===== src/rtl/cic_integrator_decimator.sv =====
// Integrator half of a CIC decimator: STAGES wrap-around accumulators at the input
// rate, with the last stage sampled once every DEC_FACTOR enabled cycles.
module cic_integrator_decimator #(
    parameter int DATA_WIDTH = 16,
    parameter int STAGES     = 3,
    parameter int DEC_FACTOR = 4,
    parameter int ACC_WIDTH  = 22
) (
    input  logic                           clk,
    input  logic                           rst,
    input  logic                           en,
    input  logic                           sync_clr,
    input  logic signed [DATA_WIDTH-1:0]   in,
    output logic signed [ACC_WIDTH-1:0]    out,
    output logic                           out_valid,
    output logic [$clog2(DEC_FACTOR)-1:0]  phase
);

    localparam int PW = $clog2(DEC_FACTOR);
    localparam logic [PW-1:0] LAST_PHASE = PW'(DEC_FACTOR - 1);

    logic signed [ACC_WIDTH-1:0] acc      [STAGES];
    logic signed [ACC_WIDTH-1:0] acc_next [STAGES];
    logic signed [ACC_WIDTH-1:0] in_ext;
    logic                        last_phase;

    assign in_ext     = ACC_WIDTH'(in);
    assign last_phase = (phase == LAST_PHASE);

    // Each stage adds the registered value of the stage before it, so stage k lags
    // stage k-1 by one enabled cycle; the comb half downstream cancels the wrap.
    always_comb begin
        for (int k = 0; k < STAGES; k++) begin
            acc_next[k] = acc[k];
        end
        acc_next[0] = acc[0] + in_ext;
        for (int k = 1; k < STAGES; k++) begin
            acc_next[k] = acc[k] + acc[k-1];
        end
    end

    always_ff @(posedge clk or posedge rst) begin
        if (rst) begin
            // NOTE: the accumulators are state, not storage -- every entry must be reset,
            // otherwise the first decimated samples after reset inherit garbage.
            for (int k = 0; k < STAGES; k++) begin
                acc[k] <= '0;
            end
            phase     <= '0;
            out       <= '0;
            out_valid <= 1'b0;
        end else if (sync_clr) begin
            for (int k = 0; k < STAGES; k++) begin
                acc[k] <= '0;
            end
            phase     <= '0;
            out       <= '0;
            out_valid <= 1'b0;
        end else begin
            out_valid <= 1'b0;
            if (en) begin
                acc <= acc_next;
                if (last_phase) begin
                    phase     <= '0;
                    out       <= acc_next[STAGES-1];
                    out_valid <= 1'b1;
                end else begin
                    phase <= phase + PW'(1);
                end
            end
        end
    end

endmodule


===== config.mk =====
export PLATFORM = sky130hd
export DESIGN_NAME = cic_integrator_decimator
export DESIGN_NICKNAME = d
export VERILOG_FILES = /design/src/rtl/cic_integrator_decimator.sv
export SDC_FILE = /design/constraint.sdc
export NUM_CORES = 1
export LEC_CHECK = 0
export CORE_ASPECT_RATIO = 1.75
export CORE_MARGIN = 3
export CORE_UTILIZATION = 40
export CTS_CLUSTER_DIAMETER = 60
export DETAILED_ROUTE_END_ITERATION = 6
export PLACE_DENSITY = 0.65
export SLEW_MARGIN = 25
export SYNTH_ARGS = -nofsm -noshare
export SYNTH_HDL_FRONTEND = slang
export SYNTH_SLANG_ARGS = --single-unit

===== constraint.sdc =====
create_clock -name clk -period 3.7 [get_ports clk]
set_clock_uncertainty 0.2 [all_clocks]
set_input_delay 0.74 -clock clk [delete_from_list [all_inputs] [get_ports clk]]
set_output_delay 0.74 -clock clk [all_outputs]
set_load 0.05 [all_outputs]

==> metrics.cfg, run 1 <==
[outcome]
outcome = completed

[place]
routabilityCongestion = 0.8973
place_area_um2 = 7575
port_buffers = 44
dpl_worst_slack_ns = 0.1159
dp_hpwl_um = 12370
place_inst = 1022

[yosys]
synth.area.top_cells = dfrtp_1 33%, ha_1 12%, a21oi_1 4.5%
yosysUniqueCellTypes = 75
ys_ff_latch = 91
synth_most_common_cell = dfrtp_1
synth_top_area_share = 0.3321
synthArstFlopShare = 1.000
synthFlopType = dfrtp_1
yosysWarnings = 0
syn_inst = 765
synth_edf_count = 0
syn_nets = 852
synth_common_cells = 91 x dfrtp_1, 74 x nor2_1, 71 x nand2_1
netlist_area_um2 = 6857
postSynthAreaPerCell_um2 = 8.963
ys_seq_area_frac = 0.3321
synth_largest_area_cell = dfrtp_1

[global_route]
grt_busiest_layer = met2
grt_max_degree = 46
grt_use_total = 0.1747
grt_pass1_wl_um = 26900
gr-usage-met1 = 0.1933
grt_overflow = 0
antenna_found_initial = 0
met2_usage = 0.3307
grt_util_met3 = 0.02162
grt_pass1_vias = 5709

[setup_path]
r2r_slack_ns = 0.64
crit_type = in -> reg
crit_family = compound AO/OA/AOI/OAI gates
worstPathArrival_ns = 3.24
startpoint_type = input pin
cp_max_fo = 5
reg2reg_to = acc[21]$_DFFE_PP0P_
reg2reg_from = acc[23]$_DFFE_PP0P_
cp.required_ns = 3.73
slowest_delay_ns = 0.46
reg2reg_depth = 8
worst-path-buf-inv = 2
cpMaxStageDelayCell = clkdlybuf4s50_1
path_cells = clkdlybuf4s50_1 -> ha_1 -> inv_1 -> fa_1 -> nor2b_1 -> o31a_1 -> o21ai_1 -> a21boi_1 -> a31o_2 -> a21oi_1 -> or3b_1
end_kind = register

[pwr]
powerDensity_nw_per_um2 = 415.5
peakVddDrop_v = 0.0002174
leakage_nw = 3.679

[clock_network]
cts_num_sinks = 91
cts_hold_buf = 0
post_cts_resized = 0
cts_tree = built
htreeDepth = 3
clk_path_buf_depth = 2
clkTransAtPathRegs_ns = 0.07
numCtsBuffers = 9
clk_latency_ns = 0.35
cts_setup_buffers = 0
cts_root_buffer = clkbuf_16

[cells_and_area]
antenna_cells = 0
drive_above_1_share = 0.07125
area_growth_pct = 14.89
design_area_um2 = 7878
finalNonFillerCells = 1038
nets = 896
fill_cells = 1628

[timing]
setup_tns_ns = 0
relSlewSlack = 0.4590
hold_viol = 0
fin_ws_ns = 0.4898
final_max_slew_viol_count = 0
worst_slew_pin_slew_ns = 0.8114
rsz0062_at_grt = no
max_freq_mhz = 311.5
finalCritPeriodShare = 0.8676
fin_crit_ns = 3.210
setup-violations-final = 0

[floorplan]
rows = 62
die_w_um = 105.0
die_area_um2 = 18810
io_pins = 45
core-area_um2 = 16600
fp.dieH_um = 179.2
initial_core_util = 0.4130

[route]
vias = 5742
via_per_inst = 5.532
antenna_left = 0
drcViolationCount = 0
dr.pass1.iters = 4
wl_um = 15740
drt_first_iter_violations = 221
post_drt_wl_per_cell_um = 15.17

[run]
cap_violations = 0

[hold_path]
hold_path_depth = 2
hp-class = reg -> reg
hp-start = out[11]$_DFFE_PP0P_
holdPathEnd = out[11]$_DFFE_PP0P_

[registers in the layout (all words and copies together), names as in the netlist]
signal,flops
phase,2
out,22
acc,66
out_valid,1
[per-layer routing]
| metal | part of all wire | vias to the layer above |
|---|---|---|
| met3 | 0.023 | 31 |
| met2 | 0.53 | 84 |
| met4 | 0.031 | 0 |
| met1 | 0.42 | 2721 |
| met5 | 0 | - |
| li1 | - | 2906 |
[metrics by stage]
step	hold WS (ns)	utilization	total power, mW
2_1_floorplan	0.2551	-	2.081
3_3_place_gp	0.2633	0.4563	2.331
3_5_place_dp	0.2698	0.4563	2.353
4_1_cts	0.2837	0.4745	3.300
5_1_grt	0.3137	0.4745	3.487
6_report	0.2760	0.4745	3.274
[worst reg2reg max path: stages (launching register included)]
cell and delay (ns):
dfrtp_1 0.46, ha_1 0.32, a211oi_1 0.36, o21ai_1 0.19, nand4_1 0.26, a21oi_1 0.17, o31ai_2 0.37, mux2i_1 0.26
mux2_1 0.35
[final cells by class]
cell class,count,area (µm²),share of cell area
Tap cell,224,280.3,0.03558
Clock buffer,11,242.7,0.03081
Multi-Input combinational cell,621,4359,0.5534
Timing Repair Buffer,62,565.5,0.07179
Clock inverter,5,60.06,0.007624
Inverter,24,92.59,0.01175
Sequential cell,91,2277,0.2891
[power by group]
part           switching [mW]  total, mW  internal (mW)
clock network           0.393      0.938          0.546
registers              0.0983       1.20           1.10
logic                   0.655       1.13          0.479
[worst max path at each step]
stage,start,to,cells past startpoint
6_report,in[0],acc[60]$_DFFE_PP0P_,11
5_1_grt,in[0],acc[60]$_DFFE_PP0P_,11
4_1_cts,in[0],acc[60]$_DFFE_PP0P_,11
3_5_place_dp,in[0],acc[60]$_DFFE_PP0P_,11
3_3_place_gp,in[0],acc[60]$_DFFE_PP0P_,11
2_1_floorplan,rst,acc[0]$_DFFE_PP0P_,1
[kinds of logic (layout without fill, tap and decap cells)]
| kind of cell | after synthesis | count (layout) | share of synthesized area |
|---|---|---|---|
| muxes | 31 | 31 | 0.04580 |
| AOI/OAI and AO/OA | 251 | 251 | 0.2456 |
| xor gates and xnor gates | 42 | 42 | 0.05584 |
| and+or+nand+nor | 230 | 230 | 0.1620 |
| DFF | 91 | 91 | 0.3321 |
| adders and majority gates | 67 | 67 | 0.1255 |
| buffers and inverters | 53 | 102 | 0.03303 |
[layout by cell type (no fill, tap or decap), types with 9 or more instances in the layout]
cell type        count
xor2_1              13
a21oi_1             60
nor2_1              73
mux2i_1             28
nand3_1             12
ha_1                64
o21ai_0             56
nor3_1               9
xnor2_1             28
clkbuf_16            9
nand2_1             71
nand2b_1            15
a21o_1              25
clkdlybuf4s50_1     42
inv_1               23
dfrtp_1             91
o21ai_1              9
a211oi_1            12
a22o_1              10
buf_4               18
o21bai_1            11
No activity file was read; power rests on OpenSTA's default activity.
==> run 2: changes to the inputs <==
CORE_UTILIZATION = 43   (was 40)
PLACE_DENSITY = 0.68   (was 0.65)
==> run 2 against run 1 <==
- cell area fell by 0.67%
- hold slack worse by 0.0031 ns
- setup slack worse by 0.041 ns
- sequential power barely moved
- highest routed layer unchanged
- largest cell class unchanged
- via count is 0.35% lower
==> metrics.cfg, run 2 (synthesis gave the netlist of run 1 again) <==
[timing]
holdWs_ns = 0.2729  ; -0.003070 ns
fin_ws_ns = 0.4492  ; -0.04058 ns
setup-violations-final = 0  ; unchanged
rsz0062_at_grt = no
setup_tns_ns = 0  ; unchanged
max_freq_mhz = 307.6  ; -1.2%
hold_viol = 0  ; unchanged
fin_crit_ns = 3.251  ; +0.04058 ns
worst_slew_pin_slew_ns = 0.8085  ; -0.002932 ns
relSlewSlack = 0.4610  ; +0.001954
finalCritPeriodShare = 0.8786  ; +0.01097
final_max_slew_viol_count = 0  ; unchanged

[place]
dp_hpwl_um = 12100  ; -2.1%
place_inst = 983  ; -3.8%
routabilityCongestion = 0.8873  ; -1.1%
dpl_worst_slack_ns = 0.09894  ; -0.01693 ns
port_buffers = 44  ; unchanged
place_area_um2 = 7532  ; -0.56%

[pwr]
leakage_nw = 3.670  ; -0.22%
power.net_switching_mw = 1.144  ; -0.19%
p_int_mw = 2.108  ; -0.90%
peakVddDrop_v = 0.0002419  ; +11%
pwr-share-clk = 0.282  ; -0.005
swShare = 0.3518  ; +0.001643
p_comb_frac = 0.349  ; +0.002
p_seq_frac = 0.369  ; +0.002
total_power_mw = 3.252  ; -0.65%
powerDensity_nw_per_um2 = 415.6  ; about the same

[setup_path]
cp_max_fo = 5  ; unchanged
end_kind = register
startpoint_type = input pin
critPathLaunch = in[0]
crit_type = in -> reg
worstPathArrival_ns = 3.27  ; +0.03 ns
reg2reg_from = acc[22]$_DFFE_PP0P_
cp.required_ns = 3.72  ; about the same

[global_route]
grt_max_degree = 45  ; -2.2%
grt_overflow = 0  ; unchanged
grt_use_total = 0.1807  ; +0.005973
grt_pass1_vias = 5657  ; -0.91%
grt_pass1_wl_um = 26220  ; -2.5%
antenna_found_initial = 0  ; unchanged

[route]
wl_um = 15450  ; -1.9%
drcViolationCount = 0  ; unchanged
vias = 5722  ; -0.35%
drt_first_iter_violations = 237  ; +7.2%
dr.pass1.iters = 4  ; unchanged
via_per_inst = 5.728  ; +3.5%
post_drt_wl_per_cell_um = 15.46  ; +2.0%
antenna_left = 0  ; unchanged

[floorplan]
core-area_um2 = 15540  ; -6.4%
initial_core_util = 0.4412  ; +0.02820
fp.dieH_um = 173.0  ; -3.4%
die_area_um2 = 17560  ; -6.7%
rows = 60  ; -3.2%
die_w_um = 101.5  ; -3.3%
io_pins = 45  ; unchanged

[run]
cap_violations = 0  ; unchanged

[clock_network]
post_cts_resized = 0  ; unchanged
cts_hold_buf = 0  ; unchanged
cts_tree = built
clkTransAtPathRegs_ns = 0.06  ; about the same
cts_root_buffer = clkbuf_16
cts_num_sinks = 91  ; unchanged
clk_latency_ns = 0.35  ; about the same
htreeDepth = 3  ; unchanged
clk_path_buf_depth = 2  ; unchanged
cts_setup_buffers = 0  ; unchanged
numCtsBuffers = 9  ; unchanged

[cells_and_area]
design_area_um2 = 7825  ; -0.67%
final_cell_mix = 91 x dfrtp_1, 73 x nor2_1, 71 x nand2_1
post-route-util = 0.5035  ; +0.02902
antenna_cells = 0  ; unchanged
area_growth_pct = 14.12
largest_reg_flops = 66  ; unchanged
drive_above_1_share = 0.07011  ; -0.001142
final_common_cell = dfrtp_1
largest_register = acc
nets = 895  ; -0.11%
finalNonFillerCells = 999  ; -3.8%
largestRegisters = acc (66), out (22), phase (2)

[outcome]
outcome = completed

[hold_path]
hp-class = reg -> reg
hp-start = out[14]$_DFFE_PP0P_

-- run 2: cell count changes in the layout (fill, tap and decap cells not counted), sizes merged --
cell,change
buf,-1
clkbuf,-1
clkinv,+1
clkinvlp,+1
inv,-1
-- run 2: final timing paths --
kind	depth (start not counted)	slack, ns	end
setup / recovery	11	0.45	acc[60]$_DFFE_PP0P_
max in group asynchronous	3	2.05	out[6]$_DFFE_PP0P_
hold reg to reg	2	0.27	out[14]$_DFFE_PP0P_
hold / removal	2	0.27	out[14]$_DFFE_PP0P_
min in group asynchronous	2	0.59	acc[21]$_DFFE_PP0P_
setup reg to reg	9	0.61	acc[14]$_DFFE_PP0P_
-- run 2: critical path, cell delays in order --
cell	delay, ns
clkdlybuf4s50_1	0.46
ha_1	0.19
inv_1	0.06
fa_1	0.40
nor2b_1	0.18
o31a_1	0.17
o21ai_1	0.13
a21boi_1	0.25
a31o_2	0.25
a21oi_1	0.07
or3b_1	0.36
-- run 2: power by group through the flow --
stage	Combinational, mW	Clock [mW]	Sequential [mW]
after global placement	1.12	0	1.21
after global routing	1.27	0.975	1.22
after detailed placement	1.13	0	1.22
after floorplan	0.850	0	1.23
after CTS	1.14	0.929	1.20
final	1.13	0.918	1.20
-- run 2: area by class of cell --
class                           count  area (µm²)
Timing Repair Buffer               61       570.5
Inverter                           24       92.59
Clock buffer                       10       229.0
Fill cell                        1454        7715
Clock inverter                      6       63.81
Tap cell                          186       232.7
Multi-Input combinational cell    621        4359
Sequential cell                    91        2277
-- run 2: layer usage --
metal | up-vias | part of all wire | track usage
met5 | - | 0 | 0
met4 | 0 | 0.027 | 0.06545
met1 | 2694 | 0.42 | 0.2107
met2 | 97 | 0.53 | 0.3303
met3 | 33 | 0.018 | 0.02099
li1 | 2898 | - | -
==> run 3: changes to the inputs <==
CAP_MARGIN = 20   (was not set)
==> results of run 3 <==
Same layout as run 2: the final DEF is identical, and so are final timing and power.
